`src/rtl/injector_pulse_scheduler.sv`:
```
// rtl/injector_pulse_scheduler.sv - four-channel injector pulse scheduler with per-channel pulse timing
module injector_pulse_scheduler #(
    parameter int TICK_DIV = 50,
    parameter int PW_MAX   = 20000
) (
    input  logic        i_clk,
    input  logic        i_rst_n,
    input  logic [3:0]  i_trigger,
    input  logic        i_pw_wr,
    input  logic [1:0]  i_pw_sel,
    input  logic [15:0] i_pw_data,
    input  logic        i_cut,
    input  logic        i_err_clr,
    output logic [3:0]  o_enable,
    output logic [3:0]  o_busy,
    output logic [3:0]  o_retrig_err
);

    localparam logic [0:0]  ST_IDLE    = 1'b0;
    localparam logic [0:0]  ST_ACTIVE  = 1'b1;
    localparam logic [9:0]  PRESC_LAST = 10'(TICK_DIV - 1);
    localparam logic [15:0] PW_CLAMP   = 16'(PW_MAX);

    logic [3:0][0:0]  state_q, state_d;
    logic [3:0][9:0]  presc_q, presc_d;
    logic [3:0][15:0] cnt_q,   cnt_d;
    logic [3:0][15:0] pw_q,    pw_d;
    logic [3:0]       err_q,   err_d;

    logic [15:0] pw_wr_val;

    // Clamp the incoming pulse width once; shared by all channels.
    always_comb begin
        pw_wr_val = (i_pw_data > PW_CLAMP) ? PW_CLAMP : i_pw_data;
    end

    // Per-channel next-state: pulse-width register, FSM, prescaler, working count, sticky error.
    always_comb begin
        state_d = state_q;
        presc_d = presc_q;
        cnt_d   = cnt_q;
        pw_d    = pw_q;
        err_d   = err_q;
        for (int n = 0; n < 4; n++) begin
            // A write only changes the register; a running pulse keeps its latched count.
            if (i_pw_wr && (i_pw_sel == 2'(n))) begin
                pw_d[n] = pw_wr_val;
            end

            // Clear first so that a same-edge set below takes precedence.
            if (i_err_clr) begin
                err_d[n] = 1'b0;
            end

            if (state_q[n] == ST_ACTIVE) begin
                // Retrigger while active never restarts the pulse, only flags it.
                if (i_trigger[n]) begin
                    err_d[n] = 1'b1;
                end
                if (i_cut) begin
                    state_d[n] = ST_IDLE;
                    presc_d[n] = '0;
                    cnt_d[n]   = '0;
                end else if (presc_q[n] == PRESC_LAST) begin
                    presc_d[n] = '0;
                    if (cnt_q[n] == 16'd1) begin
                        state_d[n] = ST_IDLE;
                        cnt_d[n]   = '0;
                    end else begin
                        cnt_d[n] = cnt_q[n] - 16'd1;
                    end
                end else begin
                    presc_d[n] = presc_q[n] + 10'd1;
                end
            end else begin
                // Uses the old register value, so a same-edge write affects only later pulses.
                if (i_trigger[n] && !i_cut && (pw_q[n] != 16'd0)) begin
                    state_d[n] = ST_ACTIVE;
                    presc_d[n] = '0;
                    cnt_d[n]   = pw_q[n];
                end
            end
        end
    end

    // State registers with asynchronous active-low reset.
    always_ff @(posedge i_clk or negedge i_rst_n) begin
        if (!i_rst_n) begin
            state_q <= '0;
            presc_q <= '0;
            cnt_q   <= '0;
            pw_q    <= '0;
            err_q   <= '0;
        end else begin
            state_q <= state_d;
            presc_q <= presc_d;
            cnt_q   <= cnt_d;
            pw_q    <= pw_d;
            err_q   <= err_d;
        end
    end

    // Enables come straight from the state flops, so they are glitch-free.
    always_comb begin
        for (int n = 0; n < 4; n++) begin
            o_enable[n] = (state_q[n] == ST_ACTIVE);
            o_busy[n]   = (state_q[n] == ST_ACTIVE);
        end
        o_retrig_err = err_q;
    end

endmodule

```
`config.mk`:
```
export PLATFORM = sky130hd
export DESIGN_NAME = injector_pulse_scheduler
export DESIGN_NICKNAME = d
export VERILOG_FILES = /design/src/rtl/injector_pulse_scheduler.sv
export SDC_FILE = /design/constraint.sdc
export NUM_CORES = 1
export LEC_CHECK = 0
export CAP_MARGIN = 30
export CORE_ASPECT_RATIO = 1.4
export CORE_MARGIN = 2
export CORE_UTILIZATION = 45
export CTS_BUF_LIST = sky130_fd_sc_hd__clkbuf_4 sky130_fd_sc_hd__clkbuf_8
export DETAILED_ROUTE_END_ITERATION = 12
export GPL_TIMING_DRIVEN = 0
export HOLD_SLACK_MARGIN = 0.12
export RECOVER_POWER = 25
export SLEW_MARGIN = 20
export SYNTH_ARGS = -nofsm -noshare
export SYNTH_HDL_FRONTEND = slang
export SYNTH_SLANG_ARGS = --single-unit
```
`constraint.sdc`:
```
create_clock -name i_clk -period 4.13 [get_ports i_clk]
set_clock_uncertainty 0.15 [all_clocks]
set_input_delay 1.0325 -clock i_clk [delete_from_list [all_inputs] [get_ports i_clk]]
set_output_delay 1.0325 -clock i_clk [all_outputs]
set_load 0.01 [all_outputs]
```
* Word level (Yosys, flattened, before mapping)
Cells that the tools add are included.
W data, S select, Z words.
** Storage, ports and cells
- Word-level logic and storage cells :: 136
- Register bits :: 176
- Bits of input ports :: 27
- Output and inout bits :: 12
** Cells by class
- Reduce and logical (&&, ||, !) cells :: 26
- Add/subtract/negate cells :: 8
- Order comparisons :: 1
- Muxes and demuxes :: 69
- Eq/ne operators :: 15
** Operator list (count)
- $mux W16 :: 21
- $mux W10 :: 16
- $eq A16 B1 Y1 const B :: 4
- $reduce_bool A16 Y1 :: 4
- $sub A16 B1 Y16 const B :: 4
- $add A10 B1 Y10 const B :: 4
- $eq A10 B6 Y1 const B :: 4
- $mux W1 :: 32
- $gt A16 B15 Y1 const B :: 1
- $logic_and A1 B1 Y1 :: 12
- $ne A3 B2 Y1 const B :: 4
- $reduce_and A2 Y1 :: 4
- $reduce_bool A2 Y1 :: 4
- $eq A2 B2 Y1 const B :: 2
- $eq A2 B1 Y1 const B :: 1
- $logic_not A2 Y1 :: 1
- $logic_not A1 Y1 :: 1

* Longest topological paths before layout
- Depth in word-level cells :: 5
- Depth in mapped cells :: 9

* Least setup slack after synthesis
Ideal clock, no wire load.
- Path type :: input-to-reg
- Start point :: in i_pw_data[0]
- End point :: reg pw_q[6] (netlist bit)
- Cell stages on the path :: 6
- Buffers on the path :: 1
- Arrival time :: 2.529 ns
- Data required time :: 3.897 ns
- Library setup time :: 0.083 ns
- Slack :: 1.369 ns
- Cell sequence :: or4b_2 > o31ai_1 > a21oi_1 > o21a_1 > clkbuf_1 > o21ai_0
** Between the ends
- Longest elaborated chain between the ends :: 2
** RTL lines
- from (decl) :: line 11 : input logic [15:0] i_pw_data,
- $gt A16 B15 Y1 :: line 34 : pw_wr_val = (i_pw_data > PW_CLAMP) ? PW_CLAMP : i_pw_data;
- $mux W16 :: line 34
- to (signal assigned) :: line 98 : pw_q <= pw_d;
- to (decl) :: line 27 : logic [3:0][15:0] pw_q, pw_d;
No other way between the ends.
A chain may end at the register's enable or synchronous reset.

* Worst setup path after layout
- Start point :: in i_cut
- End point :: reg cnt_q[33] (netlist bit)
** Between the ends
- Longest elaborated chain between the ends :: 5
** RTL lines
- from (decl) :: line 12 : input logic i_cut,
- $logic_not A1 Y1 :: line 77 : if (i_trigger[n] && !i_cut && (pw_q[n] != 16'd0)) begin
- $logic_and A1 B1 Y1 (2 in a row) :: line 77
- $reduce_bool A2 Y1 (no line)
- $reduce_and A2 Y1 (no line)
- to (signal assigned) :: line 97 : cnt_q <= cnt_d;
- to (decl) :: line 26 : logic [3:0][15:0] cnt_q, cnt_d;
Parallel ways exist; a longest one is shown, timed or not.

==> out/results.tsv <==
stage	metric	value	unit
synthesis	Post-Syn Instances	1049	
critical_path	worst path bufs/invs	3	
drt	drc violations	0	
sta	final setup violation count	0	
status	failing checks	capacitance limit, slew limit	
cts	clk slew on worst S/H paths	0.10	ns
drt	vias after detailed routing	8429	
synthesis	Mapped Nets	1092	
power_and_ir_drop	Sequential Power Share	42.9	%
drt	Routed Antenna Nets	0	
synthesis	number of flops mapped to enable cells by yosys	0	
drt	WL/cell	18.9	um
synthesis	Synthesis Warnings	0	
cts	CTS root buffer	clkbuf_8	
drt	DRT iter0 DRCs	538	
layout	Final Util	51.1	%
sta	RSZ-0062 raised after global routing	false	
sta	fmax	276	MHz
floorplanning	I/O Pins	39	
cts	Post CTS Setup Buffer Count	0	
sta	fin crit period	3.63	ns
critical_path	worst endpoint required time	4.32	ns
power_and_ir_drop	combinational share of power	37.0	%
critical_path	r2r setup slk	1.25	ns
run	max-cap viol count	1	
power_and_ir_drop	sw power	2.40	mW
critical_path	crit-path max FO	10	
sta	final worst slack	0.503	ns
drt	total length of routed wires	26100	um
power_and_ir_drop	pwr dens	560	nW/um^2
cts	Clock Sinks	176	
placement	Placer Congestion	0.895	
synthesis	syn_area_per_cell	8.92	um^2
cts	H-tree levels	4	
floorplanning	initial core utilization	45.7	%
critical_path	CP max stage delay	0.66	ns
power_and_ir_drop	power share of the clock group	20.1	%
floorplanning	die width	126	um
drt	Detailed Routing Iterations Pass 1	5	
layout	ANT cells	0	
global_route	GRT Util Overall	24.2	%
global_route	first-pass GRT wire length	43000	um
sta	slew margin rel.	-42.2	%
layout	area delta synth->final	11.8	%
layout	layout cells sized above 1	6.86	%
synthesis	cell area after synthesis	9360	um^2
drt	vias per cell	6.12	
global_route	number of global-route vias before repair	8230	
critical_path	critical path data arrival time	3.82	ns
layout	Fill cells	2007	
critical_path	startpoint type of the worst setup path	input port	
placement	PortBufs	37	
sta	max-slew violation count	82	
synthesis	ys async rst share	100	%
synthesis	Yosys reg bits	176	
critical_path	crit-path cells	clkdlybuf4s50_1 > clkbuf_1 > nand2b_1 > a41oi_1 > o21ai_0 > clkbuf_1 > a21boi_0	
floorplanning	core area	20500	um^2
power_and_ir_drop	Max VDD drop	0.248	mV
synthesis	Synth Flop Type	dfrtp_1	
global_route	Overflow after GRT	0	
critical_path	cell family with most CP delay	buffers and inverters	
min_path	Hold Path Class	flip-flop to flip-flop	
global_route	initial antenna violation count	0	
critical_path	Crit Path Class	input port to flip-flop	
floorplanning	Die Ht	175	um
synthesis	post-synthesis sequential area ratio	47.0	%
layout	# nets final	1152	
cts	Clock Tree Buf Depth	2	
cts	CTS buffer count	17	
power_and_ir_drop	cell-internal power	3.46	mW
global_route	largest net degree at the start of global routing	96	
sta	post-route clock period utilization	87.8	%
cts	hold buffer count at CTS	0	
critical_path	CP most frequent cell	clkbuf_1	
power_and_ir_drop	Tot Pwr	5.86	mW
sta	final hold vios	0	
floorplanning	row cnt	62	
synthesis	Cell variety after synth	74	
floorplanning	Die ar.	22000	um^2
power_and_ir_drop	Switching Share	40.9	%
cts	CTS tree	done	
placement	dpl hpwl	18700	um
cts	clk_lat worst skew	0.47	ns
critical_path	CP max stage cell	o21ai_0	
placement	Post-Place Setup Slack	0.0280	ns
sta	worst hold margin	0.337	ns
critical_path	Critical Path Sink Type	flip-flop	
status	outcome	complete, but fails checks	
cts	cts repair resizes	0	
sta	worst slew pin tran	2.13	ns
power_and_ir_drop	leakage	4.24	nW
## layout make-up
cell class                      instances  area (um^2)  share of cell area (%)
Multi-Input combinational cell        749         4450                    42.5
Sequential cell                       176         4400                    42.1
Timing Repair Buffer                   41          408                    3.90
Tap cell                              256          320                    3.06
Clock buffer                           20          269                    2.57
Buffer                                 59          264                    2.52
Inverter                               65          244                    2.33
Clock inverter                         12          111                    1.06
## logic make-up after synthesis
family                   synth area share [%]
buffers and inverters                    5.43
AO/OA/AOI/OAI                            25.8
multiplexers                            0.107
AND/OR/NAND/NOR                          19.3
XOR/XNOR                                0.187
flip-flops                               47.0
adder cells (fa/ha/maj)                  2.14
## registers in the layout, indices dropped and copies added, names as in the netlist
signal and count:
o_retrig_err 4, o_busy 4, pw_q 64, presc_q 40, cnt_q 64
## power by group through the flow
stage                     combinational (mW)  sequential [mW]  clock, mW
after floorplan                         1.53             2.43          0
after global placement                  2.12             2.54          0
after detailed placement                2.14             2.53          0
after CTS                               2.15             2.51       1.21
after global routing                    2.43             2.58       1.27
final                                   2.17             2.51       1.18
## final timing paths
check / start / endpoint / depth (start not counted)
hold / removal: presc_q[39] / presc_q[39] / 1
hold reg to reg: presc_q[39] / presc_q[39] / 1
min in group asynchronous: i_rst_n / presc_q[22] / 1
setup / recovery: i_cut / cnt_q[33] / 7
max in group asynchronous: i_rst_n / pw_q[14] / 2
setup reg to reg: cnt_q[24] / cnt_q[26] / 7
## cell usage in the layout, fill, tap and decap left out, drive strengths merged, types with 13 or more instances in the layout
cell type	synthesis	final
a31oi	25	25
clkbuf	45	68
a22o	21	21
ha	16	16
nor4	25	25
inv	62	63
nand2	117	117
a32oi	14	14
a21oi	40	40
clkdlybuf4s50	0	35
nand3	22	22
o31ai	15	15
nor2	72	72
nand4	13	13
buf	13	15
o21ai	150	150
dfrtp	176	176
o22ai	25	25
nor3	30	30
## through the flow
| stage | TNS (ns) | area [um^2] | std cells |
|---|---|---|---|
| after floorplan | 0 | 9360 | 1049 |
| after global placement | -1004.70 | 10100 | 1342 |
| after detailed placement | 0 | 10100 | 1344 |
| after CTS | 0 | 10500 | 1376 |
| after global routing | 0 | 10500 | 1378 |
| final | 0 | 10500 | 1378 |
## layer usage
layer,vias to the layer above,part of all wire [%],track usage [%]
met5,-,0,0
met4,0,2.4,8.20
met3,48,4.1,3.83
met2,249,51,42.6
met1,4101,43,30.3
li1,4031,-,-
## cell usage after synthesis (all sizes together) (5+ instances only)
| library cell | number | area share (%) |
|---|---|---|
| a211oi | 5 | 0.40 |
| a21oi | 40 | 2.1 |
| a221oi | 8 | 0.75 |
| a22o | 21 | 2.0 |
| a22oi | 10 | 0.80 |
| a31oi | 25 | 1.7 |
| a32o | 10 | 1.1 |
| a32oi | 14 | 1.3 |
| and2 | 5 | 0.33 |
| and3 | 9 | 0.60 |
| and4 | 5 | 0.47 |
| buf | 13 | 0.79 |
| clkbuf | 45 | 1.9 |
| dfrtp | 176 | 47 |
| ha | 16 | 2.1 |
| inv | 62 | 2.5 |
| nand2 | 117 | 4.7 |
| nand2b | 8 | 0.53 |
| nand3 | 22 | 1.2 |
| nand4 | 13 | 0.87 |
| nor2 | 72 | 2.9 |
| nor2b | 7 | 0.47 |
| nor3 | 30 | 1.6 |
| nor4 | 25 | 1.8 |
| nor4b | 5 | 0.53 |
| o21ai | 150 | 8.1 |
| o22ai | 25 | 1.7 |
| o2bb2ai | 11 | 1.0 |
| o31ai | 15 | 1.3 |
| o41ai | 5 | 0.47 |
| or3 | 10 | 0.68 |
| or4 | 11 | 1.0 |
## worst reg2reg max path, delay by kind of cell, from the launching register on
family | cells | cell delay, ns
flops | 1 | 0.42
compound gates | 2 | 0.40
simple gates | 3 | 1.16
buf+inv | 2 | 0.61
Note: power is estimated with default switching activity, not from simulation.
